**config.mk**
```make
export PLATFORM = sky130hd
export DESIGN_NAME = mapper_flash_banked
export DESIGN_NICKNAME = d
export VERILOG_FILES = /design/src/rtl/msx_slot_pkg.sv /design/src/rtl/flash_cmd_fsm.sv /design/src/rtl/mapper_flash_banked.sv
export SDC_FILE = /design/constraint.sdc
export NUM_CORES = 1
export LEC_CHECK = 0
export CAP_MARGIN = 20
export CORE_MARGIN = 4
export CORE_UTILIZATION = 42
export CTS_CLUSTER_SIZE = 12
export DETAILED_ROUTE_END_ITERATION = 12
export GPL_TIMING_DRIVEN = 0
export HOLD_SLACK_MARGIN = 0.05
export PLACE_DENSITY = 0.76
export REMOVE_ABC_BUFFERS = 1
export SYNTH_ARGS = -nofsm -noshare
export SYNTH_HDL_FRONTEND = slang
export SYNTH_HIERARCHICAL = 1
export SYNTH_SLANG_ARGS = --single-unit
```
**constraint.sdc**
```tcl
create_clock -name clk -period 2.3 [get_ports clk]
set_input_delay 0.23 -clock clk [delete_from_list [all_inputs] [get_ports clk]]
set_output_delay 0.23 -clock clk [all_outputs]
set_load 0.005 [all_outputs]
```
**src/rtl/msx_slot_pkg.sv**
```systemverilog
// Shared definitions for the slot subsystem mappers: flash FSM states,
// AMD-style command bytes and command offsets.
package msx_slot_pkg;

  typedef enum logic [3:0] {
    FL_READ    = 4'd0,
    FL_UNL1    = 4'd1,
    FL_UNL2    = 4'd2,
    FL_PROG    = 4'd3,
    FL_ERS1    = 4'd4,
    FL_ERS2    = 4'd5,
    FL_ERS3    = 4'd6,
    FL_BUSY    = 4'd7,
    FL_AUTOSEL = 4'd8
  } flash_state_t;

  localparam logic [7:0] FL_CMD_AA = 8'hAA;
  localparam logic [7:0] FL_CMD_55 = 8'h55;
  localparam logic [7:0] FL_CMD_A0 = 8'hA0;
  localparam logic [7:0] FL_CMD_80 = 8'h80;
  localparam logic [7:0] FL_CMD_90 = 8'h90;
  localparam logic [7:0] FL_CMD_10 = 8'h10;
  localparam logic [7:0] FL_CMD_30 = 8'h30;
  localparam logic [7:0] FL_CMD_F0 = 8'hF0;

  localparam logic [11:0] FL_ADDR_555 = 12'h555;
  localparam logic [11:0] FL_ADDR_2AA = 12'h2AA;

endpackage

```
**src/rtl/flash_cmd_fsm.sv**
```systemverilog
// AMD-compatible flash command engine and erase handshake.
// Ports: clk/reset; wr/rd are one-cycle write/read events in the mapped
// flash window; data/addr are the CPU data and mapped flash address;
// erase_done from the arbiter. Outputs: current state, program strobe
// mem_we, erase_req/erase_all/erase_addr, and the busy toggle bit.
module flash_cmd_fsm
  import msx_slot_pkg::*;
#(
  parameter int unsigned ADDR_WIDTH = 25
) (
  input  logic                  clk,
  input  logic                  reset,
  input  logic                  wr,
  input  logic                  rd,
  input  logic [7:0]            data,
  input  logic [ADDR_WIDTH-1:0] addr,
  input  logic                  erase_done,
  output flash_state_t          state,
  output logic                  mem_we,
  output logic                  erase_req,
  output logic                  erase_all,
  output logic [ADDR_WIDTH-1:0] erase_addr,
  output logic                  toggle
);

  flash_state_t          state_n;
  logic                  we_n;
  logic                  all_n;
  logic [ADDR_WIDTH-1:0] eaddr_n;
  logic                  tog_n;
  logic                  at_555;
  logic                  at_2aa;

  assign at_555 = (addr[11:0] == FL_ADDR_555);
  assign at_2aa = (addr[11:0] == FL_ADDR_2AA);

  // State register and registered outputs
  always_ff @(posedge clk) begin
    if (reset) begin
      state      <= FL_READ;
      mem_we     <= 1'b0;
      erase_req  <= 1'b0;
      erase_all  <= 1'b0;
      erase_addr <= '0;
      toggle     <= 1'b0;
    end else begin
      state      <= state_n;
      mem_we     <= we_n;
      erase_req  <= (state_n == FL_BUSY);
      erase_all  <= all_n;
      erase_addr <= eaddr_n;
      toggle     <= tog_n;
    end
  end

  // Next state: any write that does not continue a known sequence falls back to READ
  always_comb begin
    state_n = state;
    we_n    = 1'b0;
    all_n   = erase_all;
    eaddr_n = erase_addr;
    tog_n   = toggle;
    if (state == FL_BUSY) begin
      // erase_done has priority; writes are ignored while busy
      if (erase_done) begin
        state_n = FL_READ;
        all_n   = 1'b0;
      end else if (rd) begin
        tog_n = ~toggle;
      end
    end else if (wr) begin
      state_n = FL_READ;
      if (data != FL_CMD_F0) begin
        case (state)
          FL_READ: if (data == FL_CMD_AA && at_555) state_n = FL_UNL1;
          FL_UNL1: if (data == FL_CMD_55 && at_2aa) state_n = FL_UNL2;
          FL_UNL2: begin
            if (at_555) begin
              if (data == FL_CMD_A0)      state_n = FL_PROG;
              else if (data == FL_CMD_80) state_n = FL_ERS1;
              else if (data == FL_CMD_90) state_n = FL_AUTOSEL;
            end
          end
          FL_PROG: we_n = 1'b1;
          FL_ERS1: if (data == FL_CMD_AA && at_555) state_n = FL_ERS2;
          FL_ERS2: if (data == FL_CMD_55 && at_2aa) state_n = FL_ERS3;
          FL_ERS3: begin
            if (data == FL_CMD_10 && at_555) begin
              state_n = FL_BUSY;
              all_n   = 1'b1;
              tog_n   = 1'b0;
            end else if (data == FL_CMD_30) begin
              state_n = FL_BUSY;
              all_n   = 1'b0;
              eaddr_n = addr & ~ADDR_WIDTH'(32'hFFFF);
              tog_n   = 1'b0;
            end
          end
          default: ;
        endcase
      end
    end
  end

endmodule

```
**src/rtl/mapper_flash_banked.sv**
```systemverilog
// ASCII-style banked cartridge mapper over a flash image, with an AMD
// command engine for run-time program/erase/autoselect.
// Ports: clk/reset; cpu_addr/din/cpu_mreq/cpu_wr/cpu_rd Z80 bus; cs slot
// select; mem_addr/mem_unmaped/mem_we memory side; erase_req/erase_all/
// erase_addr/erase_done erase handshake; dout/dout_en read override.
module mapper_flash_banked
  import msx_slot_pkg::*;
#(
  parameter int unsigned           BANK_BITS  = 13,
  parameter int unsigned           REG_WIDTH  = 8,
  parameter int unsigned           ADDR_WIDTH = 25,
  parameter logic [ADDR_WIDTH-1:0] BASE_ADDR  = '0,
  parameter logic [7:0]            MFR_ID     = 8'h01,
  parameter logic [7:0]            DEV_ID     = 8'hA4
) (
  input  logic                  clk,
  input  logic                  reset,
  input  logic [15:0]           cpu_addr,
  input  logic [7:0]            din,
  input  logic                  cpu_mreq,
  input  logic                  cpu_wr,
  input  logic                  cpu_rd,
  input  logic                  cs,
  output logic                  mem_unmaped,
  output logic [ADDR_WIDTH-1:0] mem_addr,
  output logic                  mem_we,
  output logic                  erase_req,
  output logic                  erase_all,
  output logic [ADDR_WIDTH-1:0] erase_addr,
  input  logic                  erase_done,
  output logic [7:0]            dout,
  output logic                  dout_en
);

  localparam int unsigned IDX_W = 15 - BANK_BITS;
  localparam int unsigned NBANK = 1 << IDX_W;

  logic                 acc;
  logic                 wr_prev;
  logic                 rd_prev;
  logic                 wr_evt;
  logic                 rd_evt;
  logic                 in_win;
  logic                 reg_area;
  logic [15:0]          win_off;
  logic [IDX_W-1:0]     win_idx;
  logic [IDX_W-1:0]     reg_idx;
  logic [REG_WIDTH-1:0] bank [NBANK];
  flash_state_t         state;
  logic                 toggle;

  assign acc      = cs & cpu_mreq;
  assign wr_evt   = acc & cpu_wr & ~wr_prev;
  assign rd_evt   = acc & cpu_rd & ~rd_prev;
  assign in_win   = (cpu_addr >= 16'h4000) && (cpu_addr < 16'hC000);
  assign reg_area = (cpu_addr[15:12] == 4'h6) || (cpu_addr[15:12] == 4'h7);
  assign win_off  = cpu_addr - 16'h4000;
  assign win_idx  = IDX_W'(win_off >> BANK_BITS);
  assign reg_idx  = cpu_addr[12 -: IDX_W];

  // Edge detectors and bank registers
  always_ff @(posedge clk) begin
    if (reset) begin
      wr_prev <= 1'b0;
      rd_prev <= 1'b0;
      for (int unsigned i = 0; i < NBANK; i++) bank[i] <= '0;
    end else begin
      wr_prev <= acc & cpu_wr;
      rd_prev <= acc & cpu_rd;
      if (wr_evt && reg_area) bank[reg_idx] <= REG_WIDTH'(din);
    end
  end

  assign mem_unmaped = cs & ~in_win;
  assign mem_addr    = BASE_ADDR + ADDR_WIDTH'({bank[win_idx], cpu_addr[BANK_BITS-1:0]});

  flash_cmd_fsm #(
    .ADDR_WIDTH (ADDR_WIDTH)
  ) u_fsm (
    .clk        (clk),
    .reset      (reset),
    .wr         (wr_evt & in_win & ~reg_area),
    .rd         (rd_evt & in_win),
    .data       (din),
    .addr       (mem_addr),
    .erase_done (erase_done),
    .state      (state),
    .mem_we     (mem_we),
    .erase_req  (erase_req),
    .erase_all  (erase_all),
    .erase_addr (erase_addr),
    .toggle     (toggle)
  );

  assign dout_en = acc & cpu_rd & in_win & ((state == FL_BUSY) || (state == FL_AUTOSEL));

  // Read override: busy status toggle or autoselect IDs
  always_comb begin
    dout = 8'h00;
    if (state == FL_BUSY) begin
      dout[6] = toggle;
    end else if (state == FL_AUTOSEL) begin
      if (mem_addr[11:0] == 12'h000)      dout = MFR_ID;
      else if (mem_addr[11:0] == 12'h001) dout = DEV_ID;
    end
  end

endmodule
```
==> results.py <==
metrics = {
    "run_status": {
        "status": "complete, no violations",
    },
    "yosys": {
        "synthCells": 269,
        "synth_seq_cells": 51,
        "synth_top_cells_by_count": "buf_4, nor3_1, edfxtp_1, dfxtp_1, nor2_1",
        "ys_warn_count": 6,
        "yosysMostFrequentCell": "buf_4",
        "synth_top_area_share": 0.3251,
        "synth_seq_area_share": 0.4539,
        "synth_flop_cell": "edfxtp_1",
        "synthTopCellsByArea": "edfxtp_1, dfxtp_1, buf_4",
        "yosysUniqueCellTypes": 51,
        "synth.cell_area_sq_mm": 0.002955,
        "synth_edf_count": 32,
        "syn_area_per_cell_sq_um": 10.99,
        "yosys.area.top_type": "edfxtp_1",
        "async_flop_share": 0,
    },
    "clocking": {
        "root_buffer": "clkbuf_8",
        "ctsHtreeMaxLevel": 2,
        "numCtsBuffers": 5,
        "insertion_delay_ns": 0.30,
        "cts_sinks": 51,
        "cts_tree": "done",
        "cts_hold_buf": 0,
        "clkTransAtPathRegs_ns": 0.09,
        "clock_path_buffers": 2,
    },
    "floorplan": {
        "die_x_microns": 91.89,
        "chipHeight_microns": 91.89,
        "start_util": 0.4326,
        "core_sq_mm": 0.006832,
        "fp.dieArea_sq_mm": 0.008443,
        "num_io_pins": 94,
        "num_rows": 30,
    },
    "final_layout": {
        "nets": 361,
        "final_util": 0.5509,
        "fillers": 603,
        "area_delta_synth_final_pct": 27.35,
        "diodes": 0,
        "drive_gt1_frac": 0.1455,
    },
    "sta": {
        "finalClockSkew_ns": 0.008565,
        "holdWs_ns": 0.4999,
        "tns_ns": 0,
        "setup_violations": 0,
        "period_needed_ns": 2.251,
        "setup_ws_ns": 0.04872,
        "max_freq_mhz": 444.2,
        "hold_viol": 0,
        "finalMaxSlewViolations": 0,
        "fin_crit_sh": 0.9788,
        "rsz0062_at_grt": "yes",
        "slew_headroom": 0.3453,
        "worst_slew_pin_slew_ns": 0.9790,
    },
    "power": {
        "leakage_nw": 1.382,
        "combinationalPowerShare": 0.141,
        "p_sw_frac": 0.2292,
        "seqPwrFrac": 0.531,
        "clkPwrFrac": 0.328,
        "powerDensity_mw_per_mm2": 492.8,
        "ir_drop_uv": 227.0,
        "p_int_mw": 1.430,
        "p_sw_mw": 0.4251,
        "p_total_mw": 1.855,
    },
    "worst_setup_path": {
        "worstSetupStartpointType": "input pin",
        "end_kind": "output port",
        "worstPathMaxFanout": 3,
        "worst-endpoint-required_ns": 2.07,
        "criticalPathCategory": "input pin to output port",
        "cp.arrival_ns": 2.02,
    },
    "drt": {
        "drtIter0Drc": 212,
        "num_vias": 2311,
        "drt-total-wl_microns": 7202,
        "viasPerCell": 5.425,
        "final_antenna_net_count": 0,
        "post_drt_wl_per_cell_microns": 16.91,
        "drtPass1Iterations": 4,
        "route.detailed.drc": 0,
    },
    "placed_design": {
        "hpwl_microns": 4982,
        "portBuffers": 70,
        "pre_cts_slack_ns": -1.588,
        "gp_congestion": 0.9125,
    },
    "global_route": {
        "grt_use_total": 0.1746,
        "antenna_found_initial": 0,
        "grt_max_degree": 29,
        "grt_pass1_vias": 2321,
        "gr-total-overflow": 0,
        "grt_first_pass_wirelength_microns": 11590,
    },
    "job": {
        "cap_violations": 0,
    },
    "hold_path": {
        "hp-class": "register to register",
    },
}
## registers in the layout (all words and copies together) (netlist names)
register / cells
wr_prev: 1
u_fsm/erase_all: 1
u_fsm/erase_req: 1
u_fsm/mem_we: 1
bank: 32
u_fsm/erase_addr: 9
u_fsm/state: 4
u_fsm/toggle: 1
rd_prev: 1
## cell usage in the layout, fill, tap and decap left out, types with 6 or more instances in the layout
| cell | count |
|---|---|
| mux2i_1 | 10 |
| mux4_2 | 8 |
| clkdlybuf4s50_1 | 63 |
| buf_4 | 6 |
| conb_1 | 27 |
| nor2_1 | 18 |
| nor3_1 | 36 |
| edfxtp_1 | 32 |
| nand2b_1 | 8 |
| dfxtp_1 | 16 |
| nand2_1 | 6 |
## through the flow
| step | cells | cell area [sq um] |
|---|---|---|
| floorplan | 245 | 2709 |
| global placement | 411 | 3530 |
| detailed placement | 411 | 3530 |
| CTS | 426 | 3750 |
| global route | 426 | 3764 |
| finish | 426 | 3764 |
## final cells by class
type | instances | area [sq um] | share of cell area
Clock buffer | 5 | 68.82 | 0.01828
Clock inverter | 3 | 38.79 | 0.01031
Inverter | 4 | 15.01 | 0.003989
Multi-Input combinational cell | 191 | 1426 | 0.3790
Sequential cell | 51 | 1353 | 0.3594
Tap cell | 96 | 120.1 | 0.03191
Timing Repair Buffer | 76 | 742.0 | 0.1971
## path summary, 6_finish.rpt
kind	depth (start not counted)	startpoint	slack (ns)	endpoint
max reg2reg	5	u_fsm/state[2]	0.26	u_fsm/erase_addr[18]
max	6	cpu_addr[15]	0.05	dout_en
min reg2reg	2	u_fsm/erase_addr[16]	0.50	u_fsm/erase_addr[16]
min	2	u_fsm/erase_addr[16]	0.50	u_fsm/erase_addr[16]
## per-layer routing
| metal | vias up | wire length [microns] | share of wire | GRT usage |
|---|---|---|---|---|
| li1 | 1072 | - | - | - |
| met1 | 1111 | 2995 | 0.42 | 0.2140 |
| met2 | 120 | 3419 | 0.47 | 0.3017 |
| met3 | 8 | 710 | 0.099 | 0.04758 |
| met4 | 0 | 76 | 0.011 | 0.04827 |
| met5 | - | 0 | 0 | 0 |
## critical path: stages
cell             delay [ns]
clkdlybuf4s50_1        0.46
inv_1                  0.06
ha_1                   0.35
nand4b_1               0.25
a21oi_1                0.15
clkdlybuf4s50_1        0.52
## power groups by stage
stage | sequential [mW] | clock, mW | combinational (mW)
6_report | 0.985 | 0.608 | 0.262
3_3_place_gp | 1.01 | 0 | 0.242
3_5_place_dp | 1.01 | 0 | 0.245
4_1_cts | 0.988 | 0.623 | 0.262
2_1_floorplan | 1.01 | 0 | 0.0902
5_1_grt | 0.986 | 0.666 | 0.283
## logic make-up (layout without fill, tap and decap cells)
logic type	after synthesis	in the layout	synth area share
flops	51	51	0.4539
other cells	2	27	0.002541
simple gates	122	123	0.2693
fa+ha+maj	1	1	0.004233
xor+xnor	1	1	0.002964
compound gates	21	21	0.05208
buf+inv	53	88	0.1202
mux	18	18	0.09484
## what timing repair did
action | CTS | global route
gates cloned | 1 | 0
resized for setup | 23 | 5
pin swaps | 2 | 1
setup endpoints to repair | 62 | 10
setup buffers | 6 | 0
No activity file was read; power rests on OpenSTA's default activity.
